==> src/rtl/conv_ctrl_pkg.sv <==
// Shared types and default widths for the convolution stream sequencer.
package conv_ctrl_pkg;

  localparam int TAP_W_DEF = 8;
  localparam int OUT_W_DEF = 8;

  typedef enum logic [2:0] {
    ST_IDLE  = 3'd0,
    ST_BIAS  = 3'd1,
    ST_MAC   = 3'd2,
    ST_FLUSH = 3'd3,
    ST_OUT   = 3'd4
  } seq_state_t;

endpackage

==> src/rtl/conv_stream_sequencer_term_counter.sv <==
// Saturating up-counter that reports when it sits on a runtime terminal value.
module term_counter #(
  parameter int W = 8
) (
  input  logic         clk,
  input  logic         reset,
  input  logic         clear,
  input  logic         inc,
  input  logic [W-1:0] term,
  output logic [W-1:0] count,
  output logic         is_last
);

  logic [W-1:0] count_r;

  // Count up on inc; the terminal compare stops the counter from ever wrapping.
  always_ff @(posedge clk or posedge reset) begin
    if (reset) begin
      count_r <= {W{1'b0}};
    end else if (clear) begin
      count_r <= {W{1'b0}};
    end else if (inc && !is_last) begin
      count_r <= count_r + {{(W-1){1'b0}}, 1'b1};
    end else begin
      count_r <= count_r;
    end
  end

  assign count   = count_r;
  assign is_last = (count_r == term);

endmodule

==> src/rtl/conv_stream_sequencer.sv <==
// Frame controller for the streaming MAC datapath: per result it loads a bias,
// accumulates cfg_taps input/kernel pairs, captures the sum and streams it out.
module conv_stream_sequencer
  import conv_ctrl_pkg::*;
#(
  parameter int TAP_W = TAP_W_DEF,
  parameter int OUT_W = OUT_W_DEF
) (
  input  logic             clk,
  input  logic             reset,
  input  logic             start,
  input  logic             abort,
  input  logic [TAP_W-1:0] cfg_taps,
  input  logic [OUT_W-1:0] cfg_outputs,
  input  logic             i_TVALID,
  output logic             i_TREADY,
  input  logic             k_TVALID,
  output logic             k_TREADY,
  input  logic             b_TVALID,
  output logic             b_TREADY,
  output logic             o_TVALID,
  input  logic             o_TREADY,
  output logic             o_TLAST,
  output logic             acc_clr,
  output logic             acc_en,
  output logic             out_en,
  output logic [TAP_W-1:0] tap_idx,
  output logic [OUT_W-1:0] out_idx,
  output logic             busy,
  output logic             done
);

  seq_state_t       state_r;
  logic [TAP_W-1:0] taps_r;
  logic [OUT_W-1:0] outputs_r;
  logic             done_r;

  logic [TAP_W-1:0] tap_cnt_s;
  logic [TAP_W-1:0] tap_term_s;
  logic             tap_last_s;
  logic [OUT_W-1:0] out_cnt_s;
  logic [OUT_W-1:0] out_term_s;
  logic             out_last_s;
  logic             cfg_ok_s;
  logic             accept_s;
  logic             fire_s;
  logic             b_hs_s;
  logic             o_hs_s;
  logic             tap_clr_s;
  logic             tap_inc_s;
  logic             out_clr_s;
  logic             out_inc_s;

  // Transfer qualification and counter control; abort blocks every transfer.
  always_comb begin
    cfg_ok_s   = (cfg_taps != {TAP_W{1'b0}}) && (cfg_outputs != {OUT_W{1'b0}});
    tap_term_s = taps_r - {{(TAP_W-1){1'b0}}, 1'b1};
    out_term_s = outputs_r - {{(OUT_W-1){1'b0}}, 1'b1};
    if (abort) begin
      accept_s = 1'b0;
      fire_s   = 1'b0;
      b_hs_s   = 1'b0;
      o_hs_s   = 1'b0;
    end else begin
      accept_s = (state_r == ST_IDLE) && start && cfg_ok_s;
      fire_s   = (state_r == ST_MAC) && i_TVALID && k_TVALID;
      b_hs_s   = (state_r == ST_BIAS) && b_TVALID;
      o_hs_s   = (state_r == ST_OUT) && o_TREADY;
    end
    tap_clr_s = abort || accept_s || b_hs_s;
    tap_inc_s = fire_s;
    out_clr_s = abort || accept_s || (o_hs_s && out_last_s);
    out_inc_s = o_hs_s && !out_last_s;
  end

  term_counter #(.W(TAP_W)) u_tap_cnt (
    .clk     (clk),
    .reset   (reset),
    .clear   (tap_clr_s),
    .inc     (tap_inc_s),
    .term    (tap_term_s),
    .count   (tap_cnt_s),
    .is_last (tap_last_s)
  );

  term_counter #(.W(OUT_W)) u_out_cnt (
    .clk     (clk),
    .reset   (reset),
    .clear   (out_clr_s),
    .inc     (out_inc_s),
    .term    (out_term_s),
    .count   (out_cnt_s),
    .is_last (out_last_s)
  );

  // Frame state machine; cfg is latched so mid-frame changes are ignored.
  always_ff @(posedge clk or posedge reset) begin
    if (reset) begin
      state_r   <= ST_IDLE;
      taps_r    <= {TAP_W{1'b0}};
      outputs_r <= {OUT_W{1'b0}};
      done_r    <= 1'b0;
    end else begin
      done_r <= 1'b0;
      if (abort) begin
        state_r <= ST_IDLE;
      end else begin
        case (state_r)
          ST_IDLE: begin
            if (start && cfg_ok_s) begin
              taps_r    <= cfg_taps;
              outputs_r <= cfg_outputs;
              state_r   <= ST_BIAS;
            end else if (start) begin
              done_r  <= 1'b1;
              state_r <= ST_IDLE;
            end else begin
              state_r <= ST_IDLE;
            end
          end
          ST_BIAS: state_r <= b_TVALID ? ST_MAC : ST_BIAS;
          ST_MAC: begin
            if (fire_s && tap_last_s) begin
              state_r <= ST_FLUSH;
            end else begin
              state_r <= ST_MAC;
            end
          end
          ST_FLUSH: state_r <= ST_OUT;
          ST_OUT: begin
            if (o_TREADY && out_last_s) begin
              done_r  <= 1'b1;
              state_r <= ST_IDLE;
            end else if (o_TREADY) begin
              state_r <= ST_BIAS;
            end else begin
              state_r <= ST_OUT;
            end
          end
          default: state_r <= ST_IDLE;
        endcase
      end
    end
  end

  // Output decode from the state register; readies never leave their own state.
  always_comb begin
    b_TREADY = 1'b0;
    i_TREADY = 1'b0;
    k_TREADY = 1'b0;
    o_TVALID = 1'b0;
    o_TLAST  = 1'b0;
    acc_clr  = 1'b0;
    acc_en   = 1'b0;
    out_en   = 1'b0;
    case (state_r)
      ST_IDLE: begin
        b_TREADY = 1'b0;
      end
      ST_BIAS: begin
        b_TREADY = !abort;
        acc_clr  = b_hs_s;
      end
      ST_MAC: begin
        i_TREADY = fire_s;
        k_TREADY = fire_s;
        acc_en   = fire_s;
      end
      ST_FLUSH: begin
        out_en = !abort;
      end
      ST_OUT: begin
        o_TVALID = 1'b1;
        o_TLAST  = out_last_s;
      end
      default: begin
        b_TREADY = 1'b0;
      end
    endcase
  end

  assign busy    = (state_r != ST_IDLE);
  assign done    = done_r;
  assign tap_idx = tap_cnt_s;
  assign out_idx = out_cnt_s;

endmodule

==> config.mk <==
export PLATFORM = sky130hd
export DESIGN_NAME = conv_stream_sequencer
export DESIGN_NICKNAME = d
export VERILOG_FILES = /design/src/rtl/conv_ctrl_pkg.sv /design/src/rtl/conv_stream_sequencer_term_counter.sv /design/src/rtl/conv_stream_sequencer.sv
export SDC_FILE = /design/constraint.sdc
export NUM_CORES = 1
export LEC_CHECK = 0
export ABC_AREA = 1
export CAP_MARGIN = 0
export CORE_MARGIN = 2
export CORE_UTILIZATION = 53
export CTS_CLUSTER_DIAMETER = 200
export DETAILED_ROUTE_END_ITERATION = 8
export PLACE_DENSITY = 0.88
export SLEW_MARGIN = 20
export SYNTH_ARGS = -nofsm -noshare
export SYNTH_HDL_FRONTEND = slang
export SYNTH_SLANG_ARGS = --single-unit
==> constraint.sdc <==
create_clock -name clk -period 2.15 [get_ports clk]
set_input_delay 0.43 -clock clk [delete_from_list [all_inputs] [get_ports clk]]
set_output_delay 0.43 -clock clk [all_outputs]
set_load 0.01 [all_outputs]
==> results of run 1 <==
## final timing paths
| check | cells past startpoint | slack [ns] | end |
|---|---|---|---|
| max | 11 | -0.07 | o_TLAST |
| min | 3 | 0.55 | u_tap_cnt.count[2] |
| max reg2reg | 14 | 0.26 | u_tap_cnt.count[4] |
| min reg2reg | 2 | 0.55 | taps_r[6] |
| max in group asynchronous | 3 | 1.25 | state_r[1] |
| min in group clk | 2 | 0.55 | taps_r[6] |
## per-stage QoR
| stage | hold slack, ns | TNS (ns) |
|---|---|---|
| after floorplan | 0.482 | 0 |
| after global routing | 0.581 | -0.177 |
| after detailed placement | 0.529 | -0.751 |
| after global placement | 0.510 | -0.474 |
| after CTS | 0.554 | -0.0959 |
| final | 0.552 | -0.0689 |
## cells by family (layout without fill, tap and decap cells)
logic type | after synthesis | in the layout | share of synthesized area (%)
AOI/OAI and AO/OA | 24 | 24 | 5.00
xor gates and xnor gates | 17 | 17 | 6.24
adders and majority gates | 4 | 4 | 1.90
buffers and inverters | 70 | 148 | 10.8
DFF | 36 | 36 | 34.3
muxes | 1 | 1 | 0.428
and+or+nand+nor | 230 | 230 | 41.4
## flip-flops by register name, indices dropped and copies added, names as in the netlist
register and flops:
state_r 3, u_tap_cnt.count 8, outputs_r 8, taps_r 8, done 1, u_out_cnt.count 8
## worst min-delay path: stages
cell	delay [ns]
clkdlybuf4s50_1	0.40
inv_1	0.06
buf_4	0.40
## final cells by class
cell class / instances / area share (%)
Sequential cell: 36 / 25.5
Tap cell: 67 / 2.37
Clock buffer: 5 / 1.94
Timing Repair Buffer: 78 / 20.2
Clock inverter: 3 / 1.20
Inverter: 62 / 6.58
Multi-Input combinational cell: 276 / 42.3
## cells in the final DEF, fill, tap and decap left out, types with 2 or more instances in the layout
cell type        netlist  final
nand3_1               37     35
nand3_2                5      7
nor2_2                 9     12
o21ai_0                9      9
dfrtp_1               36     35
nand2_2                4      5
buf_4                  2     28
clkdlybuf4s50_1        0     43
clkbuf_8               0      5
ha_1                   4      3
inv_1                 49     47
a21oi_1                5      5
nand2_1              104    103
xnor2_2                2      2
nor3_2                 0      2
nand2_4                2      2
nor3_1                 8      6
nand4_1               18     18
xor2_1                12     12
xnor2_1                3      3
o21ai_1                7      7
nor2_1                37     33
nor2_4                 3      4
inv_2                 12     14
dlygate4sd2_1          0      4
## timing repair
action	CTS	global route
resized for setup	14	10
gates cloned	0	0
setup endpoints to repair	5	4
pin swaps	1	1
## layer usage
layer,part of all wire (%),GRT usage (%),vias to the layer above
met2,52,50.0,92
met5,0,0,-
met1,39,33.8,1274
met4,2.2,9.72,0
li1,-,-,1367
met3,6.6,5.15,15
## power breakdown
| part | leakage [nW] | internal, mW | total [mW] | switching [mW] |
|---|---|---|---|---|
| registers | 0.470 | 0.742 | 0.825 | 0.0826 |
| logic | 1.28 | 0.322 | 0.752 | 0.430 |
| clock network | 0.0541 | 0.343 | 0.624 | 0.281 |
==> reports/metrics.cfg, run 1 <==
[cts]
numClockSinks = 36
root_buffer = clkbuf_8
postCtsHoldBufs = 0
cts_buffers = 5
path_clk_slew_ns = 0.08
htreeDepth = 2
clkLatencyLatePin_ns = 0.30
postCtsSetupRepairBufs = 0
clockBufferDepth = 2
cts_tree = yes

[finish]
multi_input_comb_area_mm2 = 0.00150
seq_area_um2 = 902
final_area_mm2 = 0.00354
layout.nets = 487
final_util_pct = 74.4
stdcell_count = 527
diodes = 0
drive_above_1_share_pct = 20.0
syn_to_final_growth_pct = 34.6
num-fill-cells = 365

[worst_hold_path]
min-delay-path-class = input port to async pin

[synth]
synthCells = 382
syn_avg_cell_area_um2 = 6.88
ys.flop_type = dfrtp_1
synth.area.top_cells = dfrtp_1 34%, nand2_1 15%, nand3_1 7.0%
synth_top_area_cell = dfrtp_1
yosysUniqueCellTypes = 32
async_flop_share_pct = 100
synth_edf_count = 0
synth_seq_cells = 36
synth.most_common_cell = nand2_1
post-synth-top-area-fraction_pct = 34.3
yosysSeqAreaShare_pct = 34.3
netlist_area_mm2 = 0.00263
yosysWarnings = 0
synth_common_cells = 104 x nand2_1, 49 x inv_1, 37 x nand3_1, 37 x nor2_1, 36 x dfrtp_1
synth_fp_nets = 410

[route]
vias = 2748
wl_per_cell_um = 13.3
wirelength_um = 7000
via_per_inst = 5.21
drt_iter0_markers = 175
drc = 0
firstDrtPassIters = 4
ant_nets = 0

[critical_path]
path_buf_inv = 3
path_cells = inv_2 > ha_4 > inv_2 > nand2_1 > nand2_1 > nor2_2 > nand3_2 > nor2_2 > nand3_2 > nor3_2 > buf_2
cp_slowest_stage_delay_ns = 0.37
path_class = register to primary output
critPathLaunch = outputs_r[1]
cp_data_required_time_ns = 1.72
cp_top_family = simple AND/OR/NAND/NOR gates
r2r-start = taps_r[0]
cp_slowest_cell = dfrtp_1
critPathMaxFanout = 2
worstPathArrival_ns = 1.79
cp-end-kind = primary output
cp-start-kind = register

[grt]
track_usage_pct = 28.0
grt_pass1_wl_um = 12000
grt_pass1_vias = 2741
antenna_found_initial = 0
grt-ovfl-total = 0
grt_start_max_net_pins = 37

[timing]
finalMaxSlewViolations = 0
period_minus_slack_ns = 2.22
slew_headroom_pct = 68.6
setup_slack_ns = -0.0689
hold_viol_final = 0
worst_slew_pin_slew_ns = 0.471
fmax_mhz = 451
fin_skew_ns = 0.00196
finalSetupViolations = 1
rsz0062_at_grt = yes
fin_crit_sh_pct = 103

[floorplanning]
core_area_mm2 = 0.00475
row_count = 25
dieWidth_um = 74.4
start_util_pct = 55.3
die_area_mm2 = 0.00554
fp.dieH_um = 74.4
num_io_pins = 50

[power_and_ir_drop]
peakVddDrop_uv = 506
power.total_mw = 2.20
p_leak_nw = 1.80
p_per_area_mw_per_mm2 = 622

[place]
pre_cts_slack_ns = -0.286
placed_area_mm2 = 0.00338
place.port_buffers = 49
gp_congestion = 0.928
place_inst = 519
place_hpwl_um = 5290

[run]
maxCapViolations = 0

[outcome]
violations = setup timing
outcome = complete, but fails checks

Power figures use the tool's default switching activity.
==> run 2, diff against run 1 <==
CORE_ASPECT_RATIO = 1.1   (was unset)
==> run 2 against run 1 <==
Compared with the run above: combinational power is essentially flat; highest routed layer unchanged; clock-buffer cell count grew 2; cell count down 2.3%; the flow still finishes with violations (setup timing); non-clock buffer count stayed put; clock skew grew 0.0078 ns; global-route usage down 1.7 points; flip-flop and latch count stayed put; sequential share of layout area grew 0.30 points; hold slack lost 0.012 ns.
==> reports/metrics.cfg, run 2 (synthesized netlist as in run 1, its figures left out) <==
[outcome]
outcome = complete, but fails checks
violations = setup timing

[cts]
path_clk_slew_ns = 0.07
cts_tree = yes
numClockSinks = 36
root_buffer = clkbuf_8
postCtsHoldBufs = 0
clkLatencyLatePin_ns = 0.30
htreeDepth = 2
clockBufferDepth = 2
cts_buffers = 5
postCtsSetupRepairBufs = 0
cts_resized = 15

[grt]
grt-busiest-layer = met2
grt_pass1_wl_um = 11700
grt_pass1_vias = 2755
antenna_found_initial = 0
use_met2_pct = 49.8
use_met3_pct = 5.32
grt-ovfl-total = 0
grt_start_max_net_pins = 37
track_usage_pct = 26.3
use_met1_pct = 28.2

[finish]
final_area_mm2 = 0.00349
drive_above_1_share_pct = 19.6
final_common_cell = nand2_1
multi_input_comb_area_mm2 = 0.00150
num-fill-cells = 363
seq_area_um2 = 901
final_cell_mix = 103 x nand2_1, 47 x inv_1, 43 x clkdlybuf4s50_1, 36 x dfrtp_1, 34 x nand3_1
layout.nets = 487
syn_to_final_growth_pct = 32.8
diodes = 0

[timing]
setup_slack_ns = -0.117
period_minus_slack_ns = 2.27
finalMaxSlewViolations = 0
finalSetupViolations = 1
rsz0062_at_grt = yes
hold_viol_final = 0
slew_headroom_pct = 69.1
fin_tns_setup_ns = -0.117
fin_crit_sh_pct = 105
fmax_mhz = 441
fin_skew_ns = 0.00976
worst_slew_pin_slew_ns = 0.463

[place]
place.port_buffers = 49
placed_area_mm2 = 0.00336
gp_congestion = 0.858
place_hpwl_um = 5270

[worst_hold_path]
min-delay-path-class = input port to async pin

[critical_path]
cp-start-kind = register
path_class = register to primary output
cp_data_required_time_ns = 1.72
worstPathArrival_ns = 1.84
cp-end-kind = primary output
critPathMaxFanout = 3

[route]
drc = 0
wl_per_cell_um = 13.6
via_per_inst = 5.36
drt_iter0_markers = 163
firstDrtPassIters = 4
wirelength_um = 7010
ant_nets = 0
vias = 2758

[power_and_ir_drop]
p_per_area_mw_per_mm2 = 605
p_leak_nw = 1.78
power.total_mw = 2.11
peakVddDrop_uv = 374

[floorplanning]
start_util_pct = 55.7
num_io_pins = 50
core_area_mm2 = 0.00472
row_count = 26
die_area_mm2 = 0.00554
dieWidth_um = 71.2
fp.dieH_um = 77.9

[run]
maxCapViolations = 0

run 2: per-stage QoR:
stage	hold WS (ns)	setup slack (ns)	std cells	util, %
2_1_floorplan	0.482	0.227	382	-
3_3_place_gp	0.505	-0.220	508	71.2
3_5_place_dp	0.515	-0.316	508	71.2
4_1_cts	0.540	-0.0872	515	73.4
5_1_grt	0.562	-0.250	515	74.0
6_report	0.539	-0.117	515	74.0
run 2: where the power goes:
group	internal, mW	switching, mW
clock	0.286	0.248
sequential	0.743	0.0811
combinational	0.321	0.433
run 2: metal layers:
| metal | wire [um] | part of all wire [%] | up-vias |
|---|---|---|---|
| met5 | 0 | 0 | - |
| met4 | 199 | 2.8 | 0 |
| met3 | 302 | 4.3 | 17 |
| met2 | 3800 | 54 | 75 |
| met1 | 2700 | 39 | 1305 |
| li1 | - | - | 1361 |
run 2: path summary, 6_finish.rpt:
kind / startpoint / endpoint / slack (ns) / depth (start not counted)
worst min register to register: outputs_r[7] / outputs_r[7] / 0.54 / 1
worst max-delay path: outputs_r[1] / o_TLAST / -0.12 / 8
worst min-delay path: reset / u_tap_cnt.count[5] / 0.54 / 3
worst max register to register: taps_r[0] / u_tap_cnt.count[5] / 0.21 / 15
max in group asynchronous: reset / outputs_r[0] / 1.27 / 3
min in group clk: outputs_r[7] / outputs_r[7] / 0.54 / 1
run 2: area by class of cell:
| class | count | share of cell area (%) |
|---|---|---|
| Inverter | 62 | 6.66 |
| Sequential cell | 36 | 25.8 |
| Multi-Input combinational cell | 276 | 42.8 |
| Clock buffer | 7 | 2.76 |
| Tap cell | 56 | 2.01 |
| Timing Repair Buffer | 78 | 20.0 |
run 2: worst max-delay path: stages (launching register included):
cell and delay (ns):
dfrtp_1 0.39, buf_4 0.15, nor2_4 0.13, nand2_1 0.11, nor2_1 0.15, xnor2_1 0.18
nand3_2 0.12, nor3_2 0.15, buf_2 0.16
==> run 3, diff against run 2 <==
ABC_AREA = unset   (was 1)
CORE_UTILIZATION = 51   (was 53)
PLACE_DENSITY = 0.87   (was 0.88)
==> run 3 against run 2 <==
Compared with the run above: the flow still finishes with violations (setup timing); core utilization grew 6.8 points; sequential power up 5.6%; via count is 16% lower; flip-flop and latch count did not move; register-to-register slack got worse by 0.26 ns; clock-buffer cell count fell by 1; setup slack worse by 0.18 ns; cell count decreased by 24%; combinational power grew 7.4%; critical path type unchanged; critical endpoint unchanged.
==> reports/metrics.cfg, run 3 <==
[run]
maxCapViolations = 0

[finish]
stdcell_count = 393
syn_to_final_growth_pct = 51.6
diodes = 0
final_common_cell = buf_4
drive_above_1_share_pct = 35.4
final_cell_mix = 44 x buf_4, 42 x clkdlybuf4s50_1, 29 x dfrtp_1, 23 x nand2_1
num-fill-cells = 269
layout.nets = 366
final_area_mm2 = 0.00352
final_util_pct = 80.9

[timing]
finalSetupViolations = 8
timing.hold.ws_ns = 0.528
slew_headroom_pct = 69.5
fin_skew_ns = 0.00460
fmax_mhz = 409
rsz0062_at_grt = yes
setup_slack_ns = -0.295
fin_tns_setup_ns = -0.781
finalMaxSlewViolations = 0
worst_slew_pin_slew_ns = 0.458
hold_viol_final = 0
period_minus_slack_ns = 2.45
fin_crit_sh_pct = 114

[cts]
clkLatencyLatePin_ns = 0.29
numClockSinks = 36
path_clk_slew_ns = 0.07
htreeDepth = 2
root_buffer = clkbuf_8
cts_buffers = 5
clockBufferDepth = 2
cts_tree = yes

[place]
place_inst = 379
placed_area_mm2 = 0.00314
place_hpwl_um = 4510
pre_cts_slack_ns = -0.509
gp_congestion = 0.905
place.port_buffers = 49

[critical_path]
worstPathArrival_ns = 2.02
critPathMaxFanout = 5
reg2regPathDepth = 9
cp-end-kind = primary output
cp-start-kind = register
reg2reg_to = u_out_cnt.count[6]
r2r-start = outputs_r[0]
path_class = register to primary output
cp_data_required_time_ns = 1.72
ff2ff_setup_slack_ns = -0.05

[route]
wirelength_um = 6810
drt_iter0_markers = 111
drc = 0
via_per_inst = 5.88
wl_per_cell_um = 17.3
firstDrtPassIters = 4
ant_nets = 0
vias = 2310

[synth]
synth_edf_count = 0
synth_fp_nets = 273
synthCells = 245
synth_top_area_cell = dfrtp_1
synth.area.top_cells = dfrtp_1 39%, mux2_2 7.8%, xnor2_1 4.2%
netlist_area_mm2 = 0.00232
ys.flop_type = dfrtp_1
yosysWarnings = 0
yosysSeqAreaShare_pct = 38.9
syn_avg_cell_area_um2 = 9.46
synth_common_cells = 36 x dfrtp_1, 23 x nand2_1, 18 x nor2_1, 16 x mux2_2, 11 x xnor2_1
async_flop_share_pct = 100
yosysUniqueCellTypes = 56
post-synth-top-area-fraction_pct = 38.9
synth.most_common_cell = dfrtp_1
synth_seq_cells = 36

[floorplanning]
dieWidth_um = 68.3
core_area_mm2 = 0.00435
num_io_pins = 50
fp.dieH_um = 74.7
die_area_mm2 = 0.00510
start_util_pct = 53.3
row_count = 25

[power_and_ir_drop]
p_per_area_mw_per_mm2 = 646
power.total_mw = 2.27
p_leak_nw = 1.51
peakVddDrop_uv = 441

[grt]
grt_pass1_wl_um = 10000
grt_pass1_vias = 2195
antenna_found_initial = 0
track_usage_pct = 26.8
grt_start_max_net_pins = 37
grt-ovfl-total = 0

[worst_hold_path]
hold_depth = 1
hold_end = outputs_r[6]
min-delay-path-class = register to register
worstHoldStart = outputs_r[6]

[outcome]
violations = setup timing
outcome = complete, but fails checks

[run 3: layer usage]
layer | vias up | routed length, um | global-route usage (%)
met1 | 1133 | 2620 | 30.9
met4 | 0 | 189 | 10.2
met5 | - | 0 | 0
li1 | 1076 | - | -
met2 | 82 | 3640 | 48.1
met3 | 19 | 354 | 5.68
[run 3: repair_timing]
action | CTS | global route
hold buffers | 0 | 0
setup buffers | 4 | 3
setup endpoints to repair | 23 | 23
pin swaps | 8 | 22
gates resized for setup | 23 | 38
[run 3: power breakdown]
group | switching [mW] | leakage (nW) | internal, mW
combinational | 0.373 | 0.998 | 0.437
sequential | 0.115 | 0.458 | 0.755
clock | 0.245 | 0.0552 | 0.344
[run 3: final cells by class]
type                            count  area [um2]  area share (%)
Clock inverter                      2        35.0           0.996
Inverter                           10        37.5            1.07
Timing Repair Buffer               96         856            24.3
Tap cell                           54        67.6            1.92
Clock buffer                        6        72.6            2.06
Sequential cell                    36         910            25.9
Multi-Input combinational cell    189        1540            43.7
[run 3: worst max-delay path by stage]
stage | cells after the start | end | from
after floorplan | 8 | o_TLAST | outputs_r[0]
after global placement | 8 | o_TLAST | outputs_r[0]
after detailed placement | 8 | o_TLAST | outputs_r[0]
after CTS | 8 | o_TLAST | outputs_r[0]
after global routing | 8 | o_TLAST | outputs_r[1]
final | 9 | o_TLAST | outputs_r[0]
[run 3: kinds of logic after synthesis]
| kind of cell | share of synthesized area, % |
|---|---|
| simple gates | 24.4 |
| flops | 38.9 |
| mux | 8.63 |
| fa+ha+maj | 2.16 |
| compound gates | 13.1 |
| buf+inv | 4.21 |
| xor+xnor | 8.63 |
[run 3: worst max-delay path: stages, from the launching register on]
cell and delay (ns):
dfrtp_1 0.39, inv_2 0.07, ha_4 0.17, buf_4 0.13, nor2_1 0.04, and4_1 0.20
a211o_1 0.28, a22oi_2 0.22, nor3_2 0.07, buf_2 0.14
